--- src/rtl/regfile_dumper.sv ---
// regfile_dumper
// Walks a contiguous range of register-file indices and streams each register
// value out over a valid/ready handshake, accumulating a running checksum.
//
// Ports
//   clk        rising-edge clock
//   rst        synchronous, active-low reset
//   start      dump request, only honoured while idle
//   first_idx  first register index to dump (sampled with start)
//   last_idx   last register index to dump, inclusive (sampled with start)
//   rf_addr    read address to the register file (combinational)
//   rf_data    read data for rf_addr, valid in the same cycle
//   out_valid  out_data/out_idx/out_last carry a word
//   out_ready  downstream accepts the word this cycle
//   out_data   register value
//   out_idx    register index of out_data
//   out_last   word is the final one of the dump
//   busy       dumper is not idle
//   done       one-cycle pulse once the final word has been accepted
//   err        one-cycle pulse when a start request with first > last is rejected
//   checksum   sum of all dumped words mod 2^32, held after the dump
module regfile_dumper #(
  parameter int IDXW = 5
) (
  input  logic            clk,
  input  logic            rst,
  input  logic            start,
  input  logic [IDXW-1:0] first_idx,
  input  logic [IDXW-1:0] last_idx,
  output logic [IDXW-1:0] rf_addr,
  input  logic [31:0]     rf_data,
  output logic            out_valid,
  input  logic            out_ready,
  output logic [31:0]     out_data,
  output logic [IDXW-1:0] out_idx,
  output logic            out_last,
  output logic            busy,
  output logic            done,
  output logic            err,
  output logic [31:0]     checksum
);

  typedef enum logic [1:0] {
    IDLE = 2'd0,
    LOAD = 2'd1,
    SEND = 2'd2,
    DONE = 2'd3
  } state_t;

  state_t          state_q, state_d;
  logic [IDXW-1:0] cnt_q, cnt_d;
  logic [IDXW-1:0] limit_q, limit_d;
  logic            out_valid_q, out_valid_d;
  logic [31:0]     out_data_q, out_data_d;
  logic [IDXW-1:0] out_idx_q, out_idx_d;
  logic            out_last_q, out_last_d;
  logic            done_q, done_d;
  logic            err_q, err_d;
  logic [31:0]     checksum_q, checksum_d;

  // While reset is held the read address and busy are forced low even before
  // the synchronous reset edge has cleared the registers.
  assign rf_addr   = rst ? cnt_q : '0;
  assign busy      = rst && (state_q != IDLE);
  assign out_valid = out_valid_q;
  assign out_data  = out_data_q;
  assign out_idx   = out_idx_q;
  assign out_last  = out_last_q;
  assign done      = done_q;
  assign err       = err_q;
  assign checksum  = checksum_q;

  always_comb begin
    state_d     = state_q;
    cnt_d       = cnt_q;
    limit_d     = limit_q;
    out_valid_d = out_valid_q;
    out_data_d  = out_data_q;
    out_idx_d   = out_idx_q;
    out_last_d  = out_last_q;
    checksum_d  = checksum_q;
    done_d      = 1'b0;
    err_d       = 1'b0;

    case (state_q)
      IDLE: begin
        if (start) begin
          if (first_idx <= last_idx) begin
            cnt_d      = first_idx;
            limit_d    = last_idx;
            checksum_d = '0;
            state_d    = LOAD;
          end else begin
            err_d = 1'b1;
          end
        end
      end
      LOAD: begin
        out_data_d  = rf_data;
        out_idx_d   = cnt_q;
        out_last_d  = (cnt_q == limit_q);
        checksum_d  = checksum_q + rf_data;
        out_valid_d = 1'b1;
        state_d     = SEND;
      end
      SEND: begin
        if (out_ready) begin
          out_valid_d = 1'b0;
          // The counter only advances when more words remain, so it stops
          // exactly on the limit and a full 0..31 dump cannot wrap.
          if (out_last_q) begin
            done_d  = 1'b1;
            state_d = DONE;
          end else begin
            cnt_d   = cnt_q + 1'b1;
            state_d = LOAD;
          end
        end
      end
      DONE: begin
        state_d = IDLE;
      end
      default: begin
        state_d = IDLE;
      end
    endcase
  end

  always_ff @(posedge clk) begin
    if (!rst) begin
      state_q     <= IDLE;
      cnt_q       <= '0;
      limit_q     <= '0;
      out_valid_q <= 1'b0;
      out_data_q  <= '0;
      out_idx_q   <= '0;
      out_last_q  <= 1'b0;
      done_q      <= 1'b0;
      err_q       <= 1'b0;
      checksum_q  <= '0;
    end else begin
      state_q     <= state_d;
      cnt_q       <= cnt_d;
      limit_q     <= limit_d;
      out_valid_q <= out_valid_d;
      out_data_q  <= out_data_d;
      out_idx_q   <= out_idx_d;
      out_last_q  <= out_last_d;
      done_q      <= done_d;
      err_q       <= err_d;
      checksum_q  <= checksum_d;
    end
  end

endmodule

--- config.mk ---
export PLATFORM = sky130hd
export DESIGN_NAME = regfile_dumper
export DESIGN_NICKNAME = d
export VERILOG_FILES = /design/src/rtl/regfile_dumper.sv
export SDC_FILE = /design/constraint.sdc
export NUM_CORES = 1
export LEC_CHECK = 0
export CAP_MARGIN = 20
export CORE_AREA = 3 3 133 135
export DETAILED_ROUTE_END_ITERATION = 8
export DIE_AREA = 0 0 136 138
export PLACE_DENSITY = 0.51
export SLEW_MARGIN = 20
export SYNTH_ARGS = -nofsm -noshare
export SYNTH_HDL_FRONTEND = slang
export SYNTH_SLANG_ARGS = --single-unit
export TNS_END_PERCENT = 5
--- constraint.sdc ---
create_clock -name clk -period 3.91 [get_ports clk]
set_input_delay 0.391 -clock clk [delete_from_list [all_inputs] [get_ports clk]]
set_output_delay 0.391 -clock clk [all_outputs]
set_load 0.1 [all_outputs]
==> results of run 1 <==
-- worst max-delay path, delay by kind of cell --
family	cells	cell delay, ns
simple gates	3	0.57
fa+ha+maj	2	0.59
compound gates	6	1.26
buf+inv	2	0.56
-- power by group --
part / switching (W) / internal, W
registers: 0.0000466 / 0.000918
logic: 0.000616 / 0.000271
clock network: 0.000372 / 0.000514
total: 0.00103 / 0.00170
-- layer usage --
layer / GRT usage / vias to the layer above / wire (um)
met1: 0.2292 / 2236 / 7565
li1: - / 2396 / -
met4: 0.05995 / 0 / 250
met2: 0.2675 / 99 / 7237
met5: 0 / - / 0
met3: 0.02798 / 18 / 582
-- registers in the layout, summed over array words and instances (netlist names) --
register and flops:
limit_q 5, err 1, out_last 1, out_idx 5, out_valid 1, done 1
checksum 32, state_q 2, cnt_q 5, out_data 32
-- through the flow --
step                      std cells  setup WS (ns)  area [um2]
after floorplan                 621         0.5643        4991
after global placement          939         0.4795        6390
after detailed placement        939         0.4262        6390
after CTS                       955         0.7814        6693
after global routing            955         0.5823        6693
final                           955         0.7571        6693
-- path summary, 6_finish.rpt --
kind / startpoint / cells after the start / slack, ns / end
setup / recovery: rf_data[0] / 13 / 0.76 / checksum[28]$_SDFFE_PN0P_
hold / removal: out_data[4]$_SDFFE_PN0P_ / 2 / 0.46 / out_data[4]$_SDFFE_PN0P_
setup reg to reg: checksum[0]$_SDFFE_PN0P_ / 12 / 0.94 / checksum[28]$_SDFFE_PN0P_
hold reg to reg: out_data[4]$_SDFFE_PN0P_ / 2 / 0.46 / out_data[4]$_SDFFE_PN0P_
-- synth_stat cells (4+ instances only) --
cell type and n:
a21boi_0 39, a21o_1 18, a21oi_1 31, a22oi_1 18, a31oi_1 7, and2_1 5
clkbuf_1 22, dfxtp_1 85, ha_1 37, inv_1 23, mux2i_1 7, nand2_1 125
nand2b_1 4, nand3_1 12, nand4_1 6, nor2_1 37, nor2b_1 13, nor3_1 7
o211ai_1 4, o21ai_0 20, o21ai_1 11, o21bai_1 6, o31ai_1 4, xnor2_1 17
xor2_1 12
-- cell type report --
| cell class | count | area, um2 |
|---|---|---|
| fillers | 1723 | 9891 |
| multi-input cells | 483 | 3075 |
| flip-flops and latches | 85 | 1702 |
| repair buffers | 128 | 1251 |
| well taps | 220 | 275.3 |
| clock buffers | 11 | 242.7 |
| inverters | 23 | 86.33 |
| clock inverters | 5 | 60.06 |
-- kinds of logic after synthesis --
logic type	share of synthesized area
xor gates and xnor gates	0.05089
buffers and inverters	0.04487
muxes	0.01404
DFF	0.3409
adders and majority gates	0.09677
AOI/OAI and AO/OA	0.2477
and+or+nand+nor	0.2048
==> flow_metrics.env, run 1 <==
export IMPL_outcome="finished clean"
export IMPL_nets=814
export IMPL_clk_latency_ns=0.35
export IMPL_drc=0
export IMPL_grt_pass1_wl_mm=25.34
export IMPL_vias=4749
export IMPL_cap_violations=0
export IMPL_power_total_w=0.002737
export IMPL_grt_pass1_vias=4794
export IMPL_synth_edff_count=0
export IMPL_p_leak_nw=2.675
export IMPL_final_common_cell="nand2_1"
export IMPL_crit_path_end_kind="flip-flop"
export IMPL_grt_max_degree=60
export IMPL_netlist_instances=621
export IMPL_finalMaxSlewViolations=0
export IMPL_cp_arrival_ns=3.39
export IMPL_synth_warnings=0
export IMPL_cts_tree="yes"
export IMPL_yosysTopAreaCell="dfxtp_1"
export IMPL_via_per_inst=4.973
export IMPL_grt_overflow=0
export IMPL_ir_drop_mv=0.2176
export IMPL_synth_fp_nets=705
export IMPL_crit_top_cell="o21ai_1"
export IMPL_netlist_area_mm2=0.004991
export IMPL_gp_congestion=0.8759
export IMPL_startpoint_type="input pin"
export IMPL_powerDensity_mw_per_mm2=409.0
export IMPL_critical_path_class="input pin to flip-flop"
export IMPL_crit_required_ns=4.14
export IMPL_fin_setup_tns_ns=0
export IMPL_cts_buffer_depth=2
export IMPL_synth_async_reset_ratio=0
export IMPL_synth_distinct_cells=57
export IMPL_drt_pass1_iterations=6
export IMPL_drtAntennaViolNets=0
export IMPL_wl_per_cell_um=16.37
export IMPL_area_growth_pct=34.09
export IMPL_cts_hold_buf=0
export IMPL_synth_seq_cells=85
export IMPL_grt_use_total=0.1681
export IMPL_antenna_cells=0
export IMPL_core_mm2=0.01658
export IMPL_port_buffers=124
export IMPL_synth_top_area_share=0.3409
export IMPL_hold_viol_final=0
export IMPL_drive_gt1_frac=0.04762
export IMPL_hp_class="flip-flop to flip-flop"
export IMPL_synthFlopType="dfxtp_1"
export IMPL_root_buffer="clkbuf_16"
export IMPL_cp_slowest_cell="clkdlybuf4s50_1"
export IMPL_crit_path_max_incr_delay_ns=0.50
export IMPL_clkTransAtPathRegs_ns=0.07
export IMPL_cts_setup_buffers=0
export IMPL_fin_crit_sh=0.8064
export IMPL_max_slew_margin=0.3181
export IMPL_rsz0062_at_grt="no"
export IMPL_fin_util=0.4036
export IMPL_antenna_found_initial=0
export IMPL_initial_utilization=0.3010
export IMPL_synth_area_per_cell_um2=8.037
export IMPL_worstMarginPinSlew_ns=1.020
export IMPL_cts_resized=0
export IMPL_period_minus_slack_ns=3.153
export IMPL_skew_ns=0.01125
export IMPL_critPathMaxFanout=3
export IMPL_place_detailed_hpwl_mm=11.38
export IMPL_h_tree_depth=3
export IMPL_cts_sinks=85
export IMPL_crit_chain="clkdlybuf4s50_1 > ha_1 > inv_1 > fa_1 > nor2b_1 > o21ai_1 > a21oi_1 > o21ai_0 > and4_1 > o41a_1 > o21ai_1 > a2111oi_0 > nand3b_1"
export IMPL_ioPinCount=125
export IMPL_setup_violations=0
export IMPL_final_cell_mix="125 x nand2_1, 117 x clkdlybuf4s50_1, 85 x dfxtp_1, 39 x a21boi_0"
export IMPL_cts_buffers=9
export IMPL_die_h_um=138
export IMPL_ys_seq_area_frac=0.3409
export IMPL_die_width_um=136
export IMPL_timing_hold_ws_ns=0.4639
export IMPL_synth_area_top_cells="dfxtp_1 34%, nand2_1 9.4%, ha_1 9.3%"
export IMPL_num_rows=47
export IMPL_dieArea_mm2=0.01877
export IMPL_wl_mm=15.64
export IMPL_drt_iter0_drc=217
export IMPL_max_freq_mhz=317.2
(Power assumes the default switching activity.)
==> run 2, diff against run 1 <==
Settings changed: PLACE_DENSITY 0.51 to 0.53.
Clock period 3.91 ns to 2.7 ns, I/O delays scaled along.
==> flow_metrics.env, run 2 (same netlist as run 1, synthesis figures left out) <==
export IMPL_final_common_cell="buf_4"
export IMPL_hold_viol_final=0
export IMPL_powerDensity_mw_per_mm2=549.4
export IMPL_hold_end="out_idx[3]$_SDFFE_PN0P_"
export IMPL_num_rows=47
export IMPL_worstMarginPinSlew_ns=0.6361
export IMPL_critPathMaxFanout=3
export IMPL_clkTransAtPathRegs_ns=0.07
export IMPL_h_tree_depth=3
export IMPL_outcome="finished clean"
export IMPL_crit_path_end_kind="flip-flop"
export IMPL_finalMaxSlewViolations=0
export IMPL_wl_mm=16.35
export IMPL_hp_class="input pin to flip-flop"
export IMPL_period_minus_slack_ns=2.580
export IMPL_grt_overflow=0
export IMPL_cp_arrival_ns=2.84
export IMPL_grt_use_total=0.1719
export IMPL_min_from="rst"
export IMPL_via_per_inst=4.846
export IMPL_area_growth_pct=45.45
export IMPL_max_freq_mhz=387.6
export IMPL_r2r_slack_ns=0.15
export IMPL_drt_iter0_drc=261
export IMPL_grt_pass1_vias=4914
export IMPL_nets=895
export IMPL_max_slew_margin=0.5760
export IMPL_placed_cell_area_mm2=0.006894
export IMPL_critical_path_class="input pin to flip-flop"
export IMPL_vias=5020
export IMPL_rr_worst_depth=13
export IMPL_r2r_start="checksum[0]$_SDFFE_PN0P_"
export IMPL_dp_slack_ns=-0.4490
export IMPL_port_buffers=124
export IMPL_gp_congestion=0.8609
export IMPL_final_cell_mix="161 x buf_4, 125 x nand2_1, 62 x dfxtp_1, 43 x clkdlybuf4s50_1, 39 x a21boi_0"
export IMPL_place_detailed_hpwl_mm=12.27
export IMPL_drtAntennaViolNets=0
export IMPL_cts_buffer_depth=2
export IMPL_cap_violations=0
export IMPL_wl_per_cell_um=15.79
export IMPL_antenna_cells=0
export IMPL_fin_ws_ns=0.1199
export IMPL_ioPinCount=125
export IMPL_core_mm2=0.01658
export IMPL_worstReg2RegEnd="checksum[24]$_SDFFE_PN0P_"
export IMPL_drt_pass1_iterations=4
export IMPL_p_leak_nw=3.252
export IMPL_setup_violations=0
export IMPL_crit_required_ns=2.96
export IMPL_grt_max_degree=55
export IMPL_root_buffer="clkbuf_16"
export IMPL_drc=0
export IMPL_hold_path_depth=2
export IMPL_antenna_found_initial=0
export IMPL_grt_pass1_wl_mm=25.94
export IMPL_cts_buffers=9
export IMPL_clk_latency_ns=0.35
export IMPL_cts_sinks=85
export IMPL_ir_drop_mv=0.3268
export IMPL_initial_utilization=0.3010
export IMPL_drive_gt1_frac=0.2757
export IMPL_skew_ns=0.009942
export IMPL_rsz0062_at_grt="yes"
export IMPL_die_width_um=136
export IMPL_startpoint_type="input pin"
export IMPL_fin_area_mm2=0.007259
export IMPL_dieArea_mm2=0.01877
export IMPL_die_h_um=138
export IMPL_fin_crit_sh=0.9556
export IMPL_cts_tree="yes"
[run 2: cell count changes in the layout (fill, tap and decap cells not counted), sizes merged]
cell	change
buf	+154
bufinv	-1
clkbuf	+2
clkdlybuf4s50	-74
clkinv	-1
dlymetal6s2s	+1
[run 2: worst max-delay path by stage]
stage,from,to,slack [ns],depth (start not counted)
detailed placement,rf_data[0],checksum[28]$_SDFFE_PN0P_,-0.45,13
global route,rf_data[7],checksum[24]$_SDFFE_PN0P_,-0.02,12
global placement,rf_data[0],checksum[28]$_SDFFE_PN0P_,-0.43,13
floorplan,checksum[6]$_SDFFE_PN0P_,checksum[31]$_SDFFE_PN0P_,-0.0006,10
finish,rf_data[7],checksum[24]$_SDFFE_PN0P_,0.12,12
CTS,rf_data[0],checksum[28]$_SDFFE_PN0P_,-0.03,13
[run 2: timing repair]
| action | in CTS | in global routing |
|---|---|---|
| hold buffers | 0 | 0 |
| setup endpoints to repair | 3 | 12 |
| pin swaps | 1 | 6 |
| setup buffers | 0 | 1 |
| gates cloned | 0 | 0 |
| gates resized for setup | 3 | 15 |
[run 2: worst max-delay path, cell delays in order]
cell and delay [ns]:
clkdlybuf4s50_1 0.44, ha_1 0.33, a21o_1 0.17, a21o_1 0.17
a21oi_1 0.18, or2_1 0.19, and4_1 0.22, buf_4 0.13
nor4b_4 0.04, o31a_1 0.31, o21a_1 0.19, o31ai_2 0.21
[run 2: cell type report]
type	instances	area, um2
Fill cell	1682	9324
Multi-Input combinational cell	483	3174
Sequential cell	85	1735
Timing Repair Buffer	209	1717
Tap cell	220	275.3
Clock buffer	13	250.2
Inverter	23	86.33
Clock inverter	3	21.27
[run 2: stage by stage]
| stage | std cells | TNS, ns | hold slack, ns | utilization | total power, W |
|---|---|---|---|---|---|
| final | 1036 | 0 | 0.2804 | 0.4378 | 0.003988 |
| after global routing | 1036 | -0.02582 | 0.2910 | 0.4378 | 0.004183 |
| after CTS | 1035 | -0.03264 | 0.2739 | 0.4328 | 0.004015 |
| after detailed placement | 1019 | -5.801 | 0.4558 | 0.4157 | 0.002826 |
| after global placement | 1019 | -4.226 | 0.4462 | 0.4157 | 0.002812 |
| after floorplan | 621 | -0.0006144 | 0.4113 | - | 0.002367 |
[run 2: report_power, final]
| group | leakage, nW | internal [W] | switching, W |
|---|---|---|---|
| clock network | 0.130 | 0.000650 | 0.000517 |
| registers | 0.702 | 0.00133 | 0.0000680 |
| logic | 2.42 | 0.000485 | 0.000934 |
| total | 3.25 | 0.00247 | 0.00152 |
[run 2: layer usage]
layer	GRT usage	part of all wire	vias to the layer above
met5	0	0	-
met4	0.05623	0.014	0
met3	0.02326	0.036	11
met2	0.2725	0.46	106
met1	0.2406	0.49	2354
li1	-	-	2549
